## src/rtl/serial_sub.sv

```systemverilog
`default_nettype none
// ============================================================================
// serial_sub : bit-serial unsigned subtractor, D = A - B over N cycles, LSB first
// Revision   : 1.0
// ============================================================================
module serial_sub #(
    parameter int N = 8
) (
    input  logic         CLKIN,
    input  logic         RESETN,
    input  logic         START,
    input  logic [N-1:0] A,
    input  logic [N-1:0] B,
    output logic         BUSY,
    output logic         DONE,
    output logic [N-1:0] D,
    output logic         BOUT
);

    localparam int             CW   = (N > 1) ? $clog2(N) : 1;
    localparam logic [CW-1:0]  LAST = CW'(N - 1);

    typedef enum logic [1:0] {
        ST_IDLE = 2'd0,
        ST_RUN  = 2'd1,
        ST_DONE = 2'd2
    } state_t;

    state_t          state_q;
    logic [N-1:0]    sa_q;
    logic [N-1:0]    sb_q;
    logic [N-1:0]    sr_q;
    logic            carry_q;
    logic [CW-1:0]   count_q;
    logic            busy_q;
    logic            done_q;
    logic [N-1:0]    d_q;
    logic            bout_q;

    // One full-adder slice: A + ~B + carry, carry seeded with 1 for two's complement.
    logic            nb_w;
    logic            sum_d;
    logic            carry_d;
    logic [N-1:0]    sr_d;

    always_comb begin
        nb_w    = ~sb_q[0];
        sum_d   = sa_q[0] ^ nb_w ^ carry_q;
        carry_d = (sa_q[0] & nb_w) | (sa_q[0] & carry_q) | (nb_w & carry_q);
        sr_d    = {sum_d, sr_q[N-1:1]};
    end

    always_ff @(posedge CLKIN or negedge RESETN) begin
        if (!RESETN) begin
            state_q <= ST_IDLE;
            sa_q    <= '0;
            sb_q    <= '0;
            sr_q    <= '0;
            carry_q <= 1'b0;
            count_q <= '0;
            busy_q  <= 1'b0;
            done_q  <= 1'b0;
            d_q     <= '0;
            bout_q  <= 1'b0;
        end else begin
            case (state_q)
                ST_IDLE: begin
                    done_q <= 1'b0;
                    if (START) begin
                        sa_q    <= A;
                        sb_q    <= B;
                        carry_q <= 1'b1;
                        count_q <= '0;
                        busy_q  <= 1'b1;
                        state_q <= ST_RUN;
                    end
                end
                ST_RUN: begin
                    sa_q    <= {1'b0, sa_q[N-1:1]};
                    sb_q    <= {1'b0, sb_q[N-1:1]};
                    sr_q    <= sr_d;
                    carry_q <= carry_d;
                    count_q <= count_q + 1'b1;
                    // Results are published only once the last bit is through the slice.
                    if (count_q == LAST) begin
                        d_q     <= sr_d;
                        bout_q  <= ~carry_d;
                        done_q  <= 1'b1;
                        state_q <= ST_DONE;
                    end
                end
                ST_DONE: begin
                    done_q  <= 1'b0;
                    busy_q  <= 1'b0;
                    state_q <= ST_IDLE;
                end
                default: begin
                    done_q  <= 1'b0;
                    busy_q  <= 1'b0;
                    state_q <= ST_IDLE;
                end
            endcase
        end
    end

    assign BUSY = busy_q;
    assign DONE = done_q;
    assign D    = d_q;
    assign BOUT = bout_q;

endmodule
`default_nettype wire

```

## config.mk

```make
export PLATFORM = sky130hd
export DESIGN_NAME = serial_sub
export DESIGN_NICKNAME = d
export VERILOG_FILES = /design/src/rtl/serial_sub.sv
export SDC_FILE = /design/constraint.sdc
export NUM_CORES = 1
export LEC_CHECK = 0
export ABC_AREA = 0
export BUFFER_PORTS_ARGS = -buffer_cell sky130_fd_sc_hd__buf_2
export CORE_MARGIN = 2
export CORE_UTILIZATION = 30
export CTS_BUF_LIST = sky130_fd_sc_hd__clkbuf_4 sky130_fd_sc_hd__clkbuf_8
export DETAILED_ROUTE_END_ITERATION = 10
export PLACE_DENSITY = 0.52
export RECOVER_POWER = 50
export SKIP_LAST_GASP = 1
export SYNTH_ARGS = -nofsm -noshare
export SYNTH_HDL_FRONTEND = slang
export SYNTH_SLANG_ARGS = --single-unit
export TNS_END_PERCENT = 20
```

## constraint.sdc

```tcl
create_clock -name CLKIN -period 1.9 [get_ports CLKIN]
set_clock_uncertainty 0.2 [all_clocks]
set_input_delay 0.19 -clock CLKIN [delete_from_list [all_inputs] [get_ports CLKIN]]
set_output_delay 0.19 -clock CLKIN [all_outputs]
set_load 0.03 [all_outputs]
```

; ---- Word level (Yosys, flattened, before mapping)
; Index checks and enable logic that the tools add are counted.
[totals]
reg_bits = 41
inputBits = 19
output_inout_bits = 11
word_cells = 45
[op_classes]
mux = 14
n_bitwise = 10
n_addsub = 1
reduce_logical = 6
eq_ne = 4
[ops]
columns = cell, n
row1 = case mux 8 bit (2 select lines), 2
row2 = 2-to-1 mux 8 bit, 2
row3 = AND reduction 2 bit, 4
row4 = case mux 3 bit (2 select lines), 1
row5 = 2-to-1 mux 2 bit, 2
row6 = != test 2 bit (second input constant), 2
row7 = case mux 1 bit (2 select lines), 2
row8 = case mux 2 bit (2 select lines), 1
row9 = adder 3 x 1 -> 3 bit (second input constant), 1
row10 = bitwise AND 1 bit, 3
row11 = == test 3 bit (second input constant), 1
row12 = 2-to-1 mux 1 bit, 3
row13 = 2-to-1 mux 3 bit, 1
row14 = inverter 1 bit, 3
row15 = == test 2 x 1 -> 1 bit (second input constant), 1
row16 = zero test 2 bit, 1
row17 = OR 1 bit, 2
row18 = nonzero test 2 bit, 1
row19 = XOR 1 bit, 2

; ---- Depth between registers and ports, before layout
[logic_depth]
ltp_word = 5
mapped_depth = 5
depth_no_buf = 4

; ---- Least setup slack after synthesis
; No wires, ideal clock.
[synth_timing]
path_kind = register to register
from = register count_q[0]
to = register d_q[0] (netlist: D[0])
path_stages_with_launch = 6
arrival_ns = 1.358
path_slack_ns = 0.214
setup_ns = 0.128
required_time_ns = 1.572
period_less_slack_ns = 1.686
n_path_buf = 1
path_cell_list = dfrtp_1 -> ha_1 -> ha_1 -> nand3b_1 -> buf_2 -> mux2_1
[synth_between]
elab_chain_len = 2
[synth_lines]
columns = element, line
row1 = from (decl), 34  ; logic [CW-1:0] count_q;
row2 = from (signal assigned), 83  ; count_q <= count_q + 1'b1;
row3 = == test 3 bit, 85  ; if (count_q == LAST) begin
row4 = AND reduction 2 bit (no line), -
row5 = to (signal assigned), 86  ; d_q <= sr_d;
row6 = to (decl), 37  ; logic [N-1:0] d_q;
; Every way passes these cells.
; A chain may end at the register's enable or synchronous reset.

; ---- Worst setup path after layout
[layout_timing]
from = register count_q[0]
to = register d_q[7] (netlist: D[7])
; The elaborated chain is that of the path after synthesis.

==> out/qor.yml <==
route:
  remaining_drc_errors: 0
  firstDrtPassIters: 4
  route.detailed.vias_per_inst: 4.889
  routed-via-count: 1237
  route.final.wire_length_um: 3522
  route.top_layer_used: "met4"
  dr_wl_met3_um: 236
  initialDrtViolationCount: 52
  met2_wl_um: 1559
  routedWlPerCell_um: 13.92
  met1_length_um: 1678
  drtAntennaViolNets: 0
pwr:
  power.static_leakage_nw: 0.9962
  ir_drop_v: 0.0005929
  areal_power_density_over_the_cells_mw_per_mm2: 1619
  share_comb_of_total_power_pct: 41.2
  p_sw_mw: 1.336
  seq_power_share_pct: 42.1
  netSwitchingFraction_pct: 37.64
  power_frac_clock_pct: 16.7
  total_internal_power_mw: 2.214
floorplan:
  floorplan.die.width_um: 82.09
  core.rowCount: 28
  fp.dieArea_mm2: 0.006738
  ios: 30
  floorplan.core_area_mm2: 0.005921
  die_h_um: 82.09
  start_util_pct: 30.90
logic_synthesis:
  avgSynthCellArea_um2: 12.97
  syn-instance-count: 141
  ys_types: 29
  synthesis.yosys.warnings: 0
  synth_fp_nets: 163
  mappedNetlistArea_mm2: 0.001829
  total_of_flip_flops_plus_latches_after_synthesis: 40
  synth.yosys.seq_area_share_pct: 54.72
clock_network:
  clock_sink_count: 40
  clk_latency_ps: 290
  cts-htree-levels: 2
  cts_tree: "done"
  cts-resized-gates: 0
  cts-root-buf: "sky130_fd_sc_hd__clkbuf_8"
  reg_clk_slew_reported_paths_ps: 80
  ctsLongestPathBuffers: 2
  cts_made_buffers: 5
timing:
  min_period_over_period_pct: 92.18
  finalHoldViolations: 0
  min_period_ps: 1751
  max-slew-margin-rel_pct: 31.76
  setup_total_negative_slack_ps: 0
  fmaxAchievable_mhz: 571.0
  timing.final.ws_setup_ps: 148.6
  final-setup-viol-count: 0
  timing.hold.ws_ps: 38.95
  grt_setup_unrepaired: "false"
  slew_viol_final: 0
  worst_slew_pin_slew_ps: 1024
finish:
  layout.cells.most_common: "sky130_fd_sc_hd__dfrtp_1"
  layout-drive-gt1-share_pct: 27.53
  diodes: 0
  top_library_cells_by_usage_in_the_layout_fill_and_taps_aside: "40 x sky130_fd_sc_hd__dfrtp_1, 23 x sky130_fd_sc_hd__buf_2, 15 x sky130_fd_sc_hd__mux2_1, 14 x sky130_fd_sc_hd__inv_1, 11 x sky130_fd_sc_hd__nor4b_1"
  design.final.nets: 199
  area_delta_synth_final_pct: 19.84
global_route:
  grt_pass1_wl_um: 5733
  globalRouteOverflowTotal: 0
  grt_max_degree: 30
  grt_usage_pct: 11.35
  via_count_of_the_first_global_routing_pass: 1225
  antenna_found_initial: 0
place:
  io_buffers: 29
  place_congestion: 0.7038
  pre_cts_ws_ps: 149.7
  post-dp-hpwl_um: 2551
hold_path:
  worstHoldPathType: "in -> reg"
critical_path:
  setup.worst_path.end_class: "register"
  crit_fanout: 10
  sort_of_element_at_the_start_of_the_critical_path: "register"
  timing.critical_path.required_ps: 1870
  crit_arrival_ps: 1720
  critical_path_class: "reg -> reg"
run_status:
  status: "completed"
job:
  max-cap-violations: 0
path summary, 6_finish.rpt:
check | slack [ps] | cells past startpoint | startpoint | end
min in group asynchronous | 390 | 2 | RESETN | sb_q[0]
setup reg to reg | 150 | 5 | count_q[0] | D[7]
setup / recovery | 150 | 5 | count_q[0] | D[7]
max in group asynchronous | 360 | 3 | RESETN | sa_q[7]
hold reg to reg | 290 | 1 | sr_q[1] | D[0]
hold / removal | 40 | 3 | B[4] | sb_q[4]
cells in the mapped netlist (all sizes together):
master | instances | area [um2]
nor4b | 11 | 96.34
nor2b | 1 | 8.760
o221a | 3 | 33.78
ha | 2 | 25.02
a21oi | 2 | 10.01
nor3b | 10 | 75.07
mux2 | 15 | 168.9
o21ba | 1 | 10.01
or4b | 3 | 30.03
o22a | 1 | 8.760
clkbuf | 3 | 11.26
a211o | 2 | 17.52
a211oi | 8 | 80.08
a221oi | 3 | 26.28
dfrtp | 40 | 1001
o21bai | 1 | 11.26
buf | 8 | 51.29
fa | 1 | 20.02
inv | 14 | 52.55
nor4bb | 2 | 20.02
nand2b | 3 | 18.77
nor2 | 2 | 7.510
mux2i | 2 | 20.02
a22o | 2 | 17.52
nand3b | 1 | 7.510
layout make-up:
type	count	area, um2
fill	585	3729
sequential	40	1001
multi-input combinational	76	713.2
timing repair buffer	40	235.2
tap	75	93.84
clock buffer	6	82.58
inverter	14	52.55
clock inverter	2	13.76
metal layers:
layer  vias up  GRT usage, %
met5         -             0
met4         0         4.000
met3         7         3.736
met1       607         14.58
li1        586             -
met2        37         17.89
critical path: stages (launching register included):
cell and delay (ps):
sky130_fd_sc_hd__dfrtp_1 410, sky130_fd_sc_hd__ha_1 210, sky130_fd_sc_hd__ha_1 200, sky130_fd_sc_hd__nand3b_1 90, sky130_fd_sc_hd__buf_4 190, sky130_fd_sc_hd__mux2_1 340
power by group through the flow:
stage	Clock, mW	Combinational [mW]	Sequential (mW)
after floorplan	0	0.906	1.68
after global placement	0	1.45	1.49
after detailed placement	0	1.50	1.51
after CTS	0.615	1.50	1.50
after global routing	0.662	1.63	1.55
final	0.593	1.46	1.49
what timing repair did:
action,in CTS,in global routing
hold buffers,1,0
setup buffers,0,0
endpoints found under the hold margin,17,0
cells by family (layout without fill, tap and decap cells):
| kind of cell | count (synthesis) | count (layout) | synth area share [%] |
|---|---|---|---|
| and+or+nand+nor | 33 | 33 | 14.43 |
| muxes | 17 | 17 | 10.33 |
| DFF | 40 | 40 | 54.72 |
| adders and majority gates | 3 | 3 | 2.462 |
| buffers and inverters | 25 | 62 | 6.292 |
| AOI/OAI and AO/OA | 23 | 23 | 11.77 |
per-stage QoR:
stage	instance area (um2)	std cells	util, %	power (mW)
after detailed placement	2093	244	35.36	3.011
after global placement	2093	244	35.36	2.944
after global routing	2192	253	37.02	3.842
final	2192	253	37.02	3.550
after CTS	2200	253	37.15	3.616
after floorplan	1829	141	-	2.582
state kept, by name (all words and copies together) (netlist names), 2 cells and up:
name     cells
sb_q         8
sa_q         8
D            8
state_q      2
count_q      3
sr_q         7
No activity file was read; power rests on OpenSTA's default activity.
